<file path="config.mk">
export PLATFORM = sky130hd
export DESIGN_NAME = booth_divider
export DESIGN_NICKNAME = d
export VERILOG_FILES = /design/src/rtl/booth_divider.sv
export SDC_FILE = /design/constraint.sdc
export NUM_CORES = 1
export LEC_CHECK = 0
export ABC_AREA = 1
export ABC_CLOCK_PERIOD_IN_PS = 2200
export CORE_UTILIZATION = 55
export CTS_CLUSTER_DIAMETER = 200
export DETAILED_ROUTE_END_ITERATION = 8
export GPL_ROUTABILITY_DRIVEN = 0
export PLACE_DENSITY_LB_ADDON = 0.1
export REMOVE_ABC_BUFFERS = 1
export SETUP_SLACK_MARGIN = 0.5
export SYNTH_ARGS = -nofsm -noshare
export SYNTH_HDL_FRONTEND = slang
export SYNTH_SLANG_ARGS = --single-unit
</file>
<file path="constraint.sdc">
create_clock -name clk -period 2.2 [get_ports clk]
set_clock_uncertainty 0.15 [all_clocks]
set_input_delay 0.33 -clock clk [delete_from_list [all_inputs] [get_ports clk]]
set_output_delay 0.33 -clock clk [all_outputs]
set_load 0.01 [all_outputs]
</file>
<file path="src/rtl/booth_divider.sv">
// Sequential signed divider: 2N-bit dividend by N-bit divisor, restoring radix-2
// on magnitudes, one quotient bit per clock, with saturation and divide-by-zero flags.
module booth_divider #(
  parameter int N = 8
) (
  input  logic           clk,
  input  logic           rst_n,
  input  logic           start,
  input  logic [2*N-1:0] dividend,
  input  logic [N-1:0]   divisor,
  output logic           busy,
  output logic           done,
  output logic [N-1:0]   quotient,
  output logic [N-1:0]   remainder,
  output logic           div_by_zero,
  output logic           overflow
);

  localparam int CW = $clog2(2*N+1);
  localparam logic [N-1:0]   POS_SAT = {1'b0, {(N-1){1'b1}}};
  localparam logic [N-1:0]   NEG_SAT = {1'b1, {(N-1){1'b0}}};
  localparam logic [2*N-1:0] POS_LIM = {{(N+1){1'b0}}, {(N-1){1'b1}}};
  localparam logic [2*N-1:0] NEG_LIM = {{N{1'b0}}, 1'b1, {(N-1){1'b0}}};

  typedef enum logic [1:0] {IDLE, CALC, FIN} state_t;

  state_t          state, next_state;
  logic            load, step, finish;
  logic            sign_q, sign_r, zero_div;
  logic [2*N-1:0]  dvd_mag;
  logic [N-1:0]    dvs_mag;
  logic [N-1:0]    prem;
  logic [CW-1:0]   cnt;
  logic [N:0]      shifted;
  logic [N-1:0]    trial;
  logic            fits;

  // dvd_mag doubles as the quotient register: quotient bits shift in at the bottom
  assign shifted = {prem, dvd_mag[2*N-1]};
  assign fits    = shifted >= {1'b0, dvs_mag};
  assign trial   = shifted[N-1:0] - dvs_mag;

  always_ff @(posedge clk) begin
    if (!rst_n) state <= IDLE;
    else        state <= next_state;
  end

  always_comb begin
    next_state = state;
    load       = 1'b0;
    step       = 1'b0;
    finish     = 1'b0;
    case (state)
      IDLE: begin
        if (start) begin
          load       = 1'b1;
          next_state = (divisor == '0) ? FIN : CALC;
        end
      end
      CALC: begin
        step = 1'b1;
        if (cnt == CW'(1)) next_state = FIN;
      end
      FIN: begin
        finish     = 1'b1;
        next_state = IDLE;
      end
      default: next_state = IDLE;
    endcase
  end

  always_ff @(posedge clk) begin
    if (!rst_n) begin
      sign_q      <= 1'b0;
      sign_r      <= 1'b0;
      zero_div    <= 1'b0;
      dvd_mag     <= '0;
      dvs_mag     <= '0;
      prem        <= '0;
      cnt         <= '0;
      busy        <= 1'b0;
      done        <= 1'b0;
      quotient    <= '0;
      remainder   <= '0;
      div_by_zero <= 1'b0;
      overflow    <= 1'b0;
    end else begin
      done <= 1'b0;
      if (load) begin
        sign_q   <= dividend[2*N-1] ^ divisor[N-1];
        sign_r   <= dividend[2*N-1];
        dvd_mag  <= dividend[2*N-1] ? -dividend : dividend;
        dvs_mag  <= divisor[N-1] ? -divisor : divisor;
        zero_div <= (divisor == '0);
        prem     <= '0;
        cnt      <= CW'(2*N);
        busy     <= 1'b1;
      end
      if (step) begin
        prem    <= fits ? trial : shifted[N-1:0];
        dvd_mag <= {dvd_mag[2*N-2:0], fits};
        cnt     <= cnt - CW'(1);
      end
      // Full 2N-bit magnitude quotient is range-checked before truncation to N bits
      if (finish) begin
        busy        <= 1'b0;
        done        <= 1'b1;
        div_by_zero <= zero_div;
        if (zero_div) begin
          overflow  <= 1'b0;
          quotient  <= '0;
          remainder <= '0;
        end else if (sign_q && dvd_mag > NEG_LIM) begin
          overflow  <= 1'b1;
          quotient  <= NEG_SAT;
          remainder <= '0;
        end else if (!sign_q && dvd_mag > POS_LIM) begin
          overflow  <= 1'b1;
          quotient  <= POS_SAT;
          remainder <= '0;
        end else begin
          overflow  <= 1'b0;
          quotient  <= sign_q ? -dvd_mag[N-1:0] : dvd_mag[N-1:0];
          remainder <= sign_r ? -prem : prem;
        end
      end
    end
  end

endmodule
</file>
-- After elaboration in Yosys (flattened, before gate mapping)
Cells that the tools add are included.
- register bits after elaboration: 62
- input bits: 27
- output and inout bits: 20
- logic and storage cells: 67
- add/subtract/negate cells: 6
- $lt $le $gt $ge: 3
- equal/unequal tests: 5
- multiplexer cells: 29
- bitwise logic cells: 2
- reductions and logical operators: 8
- operator list (operator ; count):
    8-bit 2-to-1 mux ; 12
    16-bit 2-to-1 mux ; 3
    8-bit negation ; 3
    16-bit by 7-bit > comparator with 1-bit output (second input constant) ; 1
    16-bit by 8-bit > comparator with 1-bit output (second input constant) ; 1
    16-bit negation ; 1
    5-bit 2-to-1 mux ; 2
    9-bit by 8-bit >= comparator with 1-bit output ; 1
    8-bit logical NOT ; 1
    1-bit 2-to-1 mux ; 8
    8-bit subtractor ; 1
    2-bit 2-to-1 mux ; 3
    5-bit by 1-bit equality test with 1-bit output (second input constant) ; 1
    5-bit by 1-bit subtractor with 5-bit output (second input constant) ; 1
    2-bit != test (second input constant) ; 2
    2-bit one-hot mux with 2 select lines ; 1
    2-bit by 1-bit equality test with 1-bit output (second input constant) ; 1
    2-bit equality test (second input constant) ; 1
    1-bit logical AND ; 2
    2-bit logical NOT ; 1
    2-bit AND reduction ; 1
    2-bit nonzero test ; 1
    2-bit OR reduction ; 1
    1-bit logical NOT ; 1
    2 further kinds ; 2

-- Depth between registers and ports, before layout
- word-level depth: 5
- mapped depth: 12
- gate-level depth less buffers: 12

-- Least setup slack after synthesis
Ideal clock, no wire load.
- kind: reg2reg
- start point: register dvd_mag[15]
- end point: register prem[4]
- setup time: 0.132 ns
- arrival time: 1.468 ns
- required time: 1.918 ns
- slack: 0.450 ns
- cell stages (with the launch flop): 10
- buffers on the path: 0
- clock period less this slack: 1.750 ns
- path through: dfxtp_1 > inv_1 > ha_1 > inv_2 > fa_1 > a21oi_1 > xor2_1 > nand2_1 > nand3_1 > a21oi_1
- cells in the longest elaborated chain, start to end: 3
- elaborated cells on any way between the ends: 4
- those cells by class: 1 x add/sub; 1 x order compare; 2 x mux
- ends and longest elaborated chain (what ; line ; source):
    start: declaration ; 30 ; logic [2*N-1:0] dvd_mag;
    start signal: assignment ; 92 ; dvd_mag <= dividend[2*N-1] ? -dividend : dividend;
    start signal: assignment ; 101 ; dvd_mag <= {dvd_mag[2*N-2:0], fits};
    8-bit subtractor or 9-bit by 8-bit >= comparator with 1-bit output (tied branches) ; 41, 40 ;
    8-bit 2-to-1 mux * ; 100 ; prem <= fits ? trial : shifted[N-1:0];
    8-bit 2-to-1 mux * ; 99 ; if (step) begin
    end signal: assignment ; 100 ;
    end: declaration ; 32 ; logic [N-1:0] prem;
Every way passes the cells marked *; elsewhere a longest branch is shown, timed or not.
A chain may end at the register's enable or synchronous reset.

-- Final worst setup path
Ends and elaborated chain as after synthesis.

==> metrics list <==
* Result of the run: complete, but fails checks
* Violated checks: DRC
- Post-synthesis cell type with the largest combined area: dfxtp_1
- In this run the tightest slew margin relative to its limit is 0.677.
- The worst setup path is of the register to register kind.
* Wirelength, routed: 10.9 mm
- Most frequent cells in the layout: nand2_1, inv_1, nand3_1, dfxtp_1
- Following the worst setup path forward leads to its endpoint at prem[4]$_SDFFE_PN0P_.
* Utilization after layout: 0.802
- Stages on worst setup path: 9
* Kind of capture point of the worst setup path: register
* Final Critical Period: 1.81 ns
- The number of global-route vias before repair was 3,563.
- Buffers from clock root to sink, at most: 2
* Fraction of the yosys area taken by sequential cells: 0.334
* Summed instance area of the synthesized netlist: 3720 um2
- CP cell instances: inv_2, ha_4, inv_2, fa_2, a21oi_2, xor2_1, nand2_1, nand3_1, a21oi_1
- Height of the chip: 84.2 um
- In this run the standard cell core region covers 6420 um2.
* Fmax: 553 MHz
* IO Count: 47
* Detail-routed net length per standard cell: 15.4 um
* Initial DRC count: 431
* Leading cell type in the layout, fill and taps excluded: nand2_1
- The endpoint identified for the worst register-to-register timing path is prem[4]$_SDFFE_PN0P_.
- Layout cells sized above 1: 0.252
* All-Layer GR Usage: 0.272
- Post-synthesis cell type count: 39
- The floorplan has 29 rows.
- Crit path launch: dvd_mag[15]$_SDFFE_PN0P_
- H-tree depth reported by CTS: 3
- The total count of max-transition violations in the final report came to 0.
- Across all register-to-register paths, the minimum setup slack is 0.39 ns.
- The worst setup path is launched from a register.
- Syn. warnings: 0
- Max incr delay on CP: 0.38 ns
* Worst-margin pin slew: 0.482 ns
- In the final routing, the length of wire on met1 measures 4.49 mm.
- The cell count after synthesis came out at 560.
- Max-Cap Viols: 0
* Worst reg2reg startpoint: dvd_mag[15]$_SDFFE_PN0P_
- Leakage: 2.51 nW
* Number of buffers and inverters on the critical path: 2
- Area of the die: 7090 um2
- Setup violations remaining at the end of the flow were counted as 0.
* Total power after layout: 5.44 mW
- Initial Util: 0.579
* Maximum fanout encountered on the critical timing path: 3
- Crit path top cell by count: inv_2
- For the worst-skew pair, the clock arrives at the later sink with an insertion delay of 0.35 ns.
- Mean instance size in the synthesized netlist: 6.64 um2
- The first global-routing pass estimated 15.6 mm of wire.
- Clock-pin slew was measured on the worst setup and hold paths at 0.08 ns.
- Antenna violations before repair: 0
- Largest delay share family, worst path: adder cells
- Detail Route met3 WL: 948 um
- The synthesized design contains 62 register bits.
- Dividing total power by cell area gives a power density of 1060 nW/um2.
- Input and output buffers added on the ports amount to 46.
* Max IR drop VDD: 0.642 mV
* Diode insertion count for antenna repair: 0
- Detailed routing placed a total of 5.19 mm of wire on met2.
- Cells taking the most area after synthesis: dfxtp_1, nand2_1, nand3_1
- Post-layout nets: 667
- Maximum number of pins on one net before global-route repair: 25
* Via count: 4,094
* Post-synthesis to final-layout area growth: 38.5%
- Setup repair after global routing missed its margin: yes
* Total CTS buffers: 9
* Root Buffer Master: clkbuf_8
* Critical path arrival: 1.89 ns
* CP Data Required Time: 2.28 ns
- Congestion Overflow GR: 0
- Post-DP HPWL: 6.53 mm
- The die is 84.2 um wide.
- TritonCTS built the clock tree.
- Final count of hold timing violations: 0
- Area share of the largest cell type after synthesis: 0.334
- The tightest min-delay check is of the input port to register type.
* Antenna viol nets, final: 0
- The largest individual stage delay along the critical path comes from the cell fa_2.
- Count of unresolved DRC violations after routing: 10
- Clock Sinks: 62
- For the worst flop-to-flop path, the logic depth is 9.
- In the finished design, the share of the clock period the worst path needs comes to 0.822.
- Hold repair after CTS inserted 0 buffers.
* Worst Hold Margin: 0.158 ns
- The highest metal layer carrying signal wires in the routed design is met4.
* Setup TNS: 0 ns
* Number of vias per cell: 5.79
* Pre-Repair DR Iteration Count: 7
kinds of logic (layout without fill, tap and decap cells):
kind of cell | count (synthesis) | in the layout | synth area share
AO/OA/AOI/OAI | 103 | 103 | 0.159
XOR/XNOR | 14 | 14 | 0.0330
adder cells (fa/ha/maj) | 15 | 15 | 0.0525
buffers and inverters | 95 | 164 | 0.0976
flip-flops | 62 | 62 | 0.334
multiplexers | 1 | 1 | 0.00269
AND/OR/NAND/NOR | 270 | 271 | 0.322
what timing repair did:
item,CTS,global route
gates resized for setup,46,95
buffers inserted,4,12
gates cloned,0,2
pin swaps,9,35
endpoints found under the setup margin,40,58
Yosys cell counts:
library cell / instances
nand3b_1: 4
or3_1: 1
and3_1: 2
or2_1: 3
a211oi_2: 1
a21oi_1: 36
nand4_1: 5
dfxtp_1: 62
or2_0: 1
or2_2: 1
xor2_1: 13
a31oi_1: 6
inv_1: 59
o21bai_1: 1
and2_1: 1
nor3_1: 6
nand3_1: 62
nand2_1: 137
fa_1: 1
a22oi_1: 9
o21a_1: 1
a211oi_1: 2
o21ai_0: 8
ha_1: 14
o21ai_1: 28
nor2_1: 36
o31ai_1: 5
nor3_4: 1
mux2i_1: 1
inv_2: 18
buf_2: 5
nor2_2: 6
buf_1: 4
clkbuf_1: 9
o22ai_1: 3
nand2_2: 2
o221ai_1: 3
xnor2_1: 1
nor2_4: 2
worst min-delay path by stage:
stage,from,endpoint,slack (ns),depth (start not counted)
after floorplan,rst_n,dvd_mag[14]$_SDFFE_PN0P_,0.28,2
after global placement,remainder[2]$_SDFFE_PN0P_,remainder[2]$_SDFFE_PN0P_,0.29,2
after detailed placement,remainder[2]$_SDFFE_PN0P_,remainder[2]$_SDFFE_PN0P_,0.29,2
after CTS,remainder[2]$_SDFFE_PN0P_,remainder[2]$_SDFFE_PN0P_,0.30,2
after global routing,start,state[1]$_SDFFE_PN0P_,0.18,3
final,start,state[1]$_SDFFE_PN0P_,0.16,3
worst reg2reg max path, stage by stage (launching register included):
cell and delay, ns:
dfxtp_2 0.32, inv_2 0.08, ha_4 0.13, inv_2 0.04, fa_2 0.38, a21oi_2 0.17
xor2_1 0.21, nand2_1 0.08, nand3_1 0.07, a21oi_1 0.06
final cells by class:
cell class,instances,area [um2]
Sequential cell,62,1270
Clock buffer,10,138
Fill cell,422,1270
Multi-Input combinational cell,404,2500
Timing Repair Buffer,71,723
Inverter,77,294
Clock inverter,6,133
Tap cell,77,96.3
state kept, by name, indices dropped and copies added, names as in the netlist:
name,cells
dvd_mag,16
dvs_mag,8
prem,8
quotient,8
remainder,8
cnt,5
state,2
busy,1
div_by_zero,1
done,1
overflow,1
sign_q,1
sign_r,1
zero_div,1
routing by layer:
| metal | up-vias | GRT usage |
|---|---|---|
| met3 | 38 | 0.0531 |
| li1 | 1971 | - |
| met5 | - | 0 |
| met4 | 0 | 0.119 |
| met1 | 1870 | 0.344 |
| met2 | 215 | 0.452 |
stage by stage:
stage	std cells	cell area, um2	worst slack, ns
final	707	5150	0.392
after CTS	693	4730	0.466
after detailed placement	673	4260	-0.0890
after global routing	707	5150	0.303
after floorplan	542	3640	0.129
after global placement	673	4260	0.00348
power by group:
part | internal (mW) | switching, mW
combinational | 1.09 | 1.56
sequential | 1.26 | 0.154
clock | 0.896 | 0.479
Note: power is estimated with default switching activity, not from simulation.
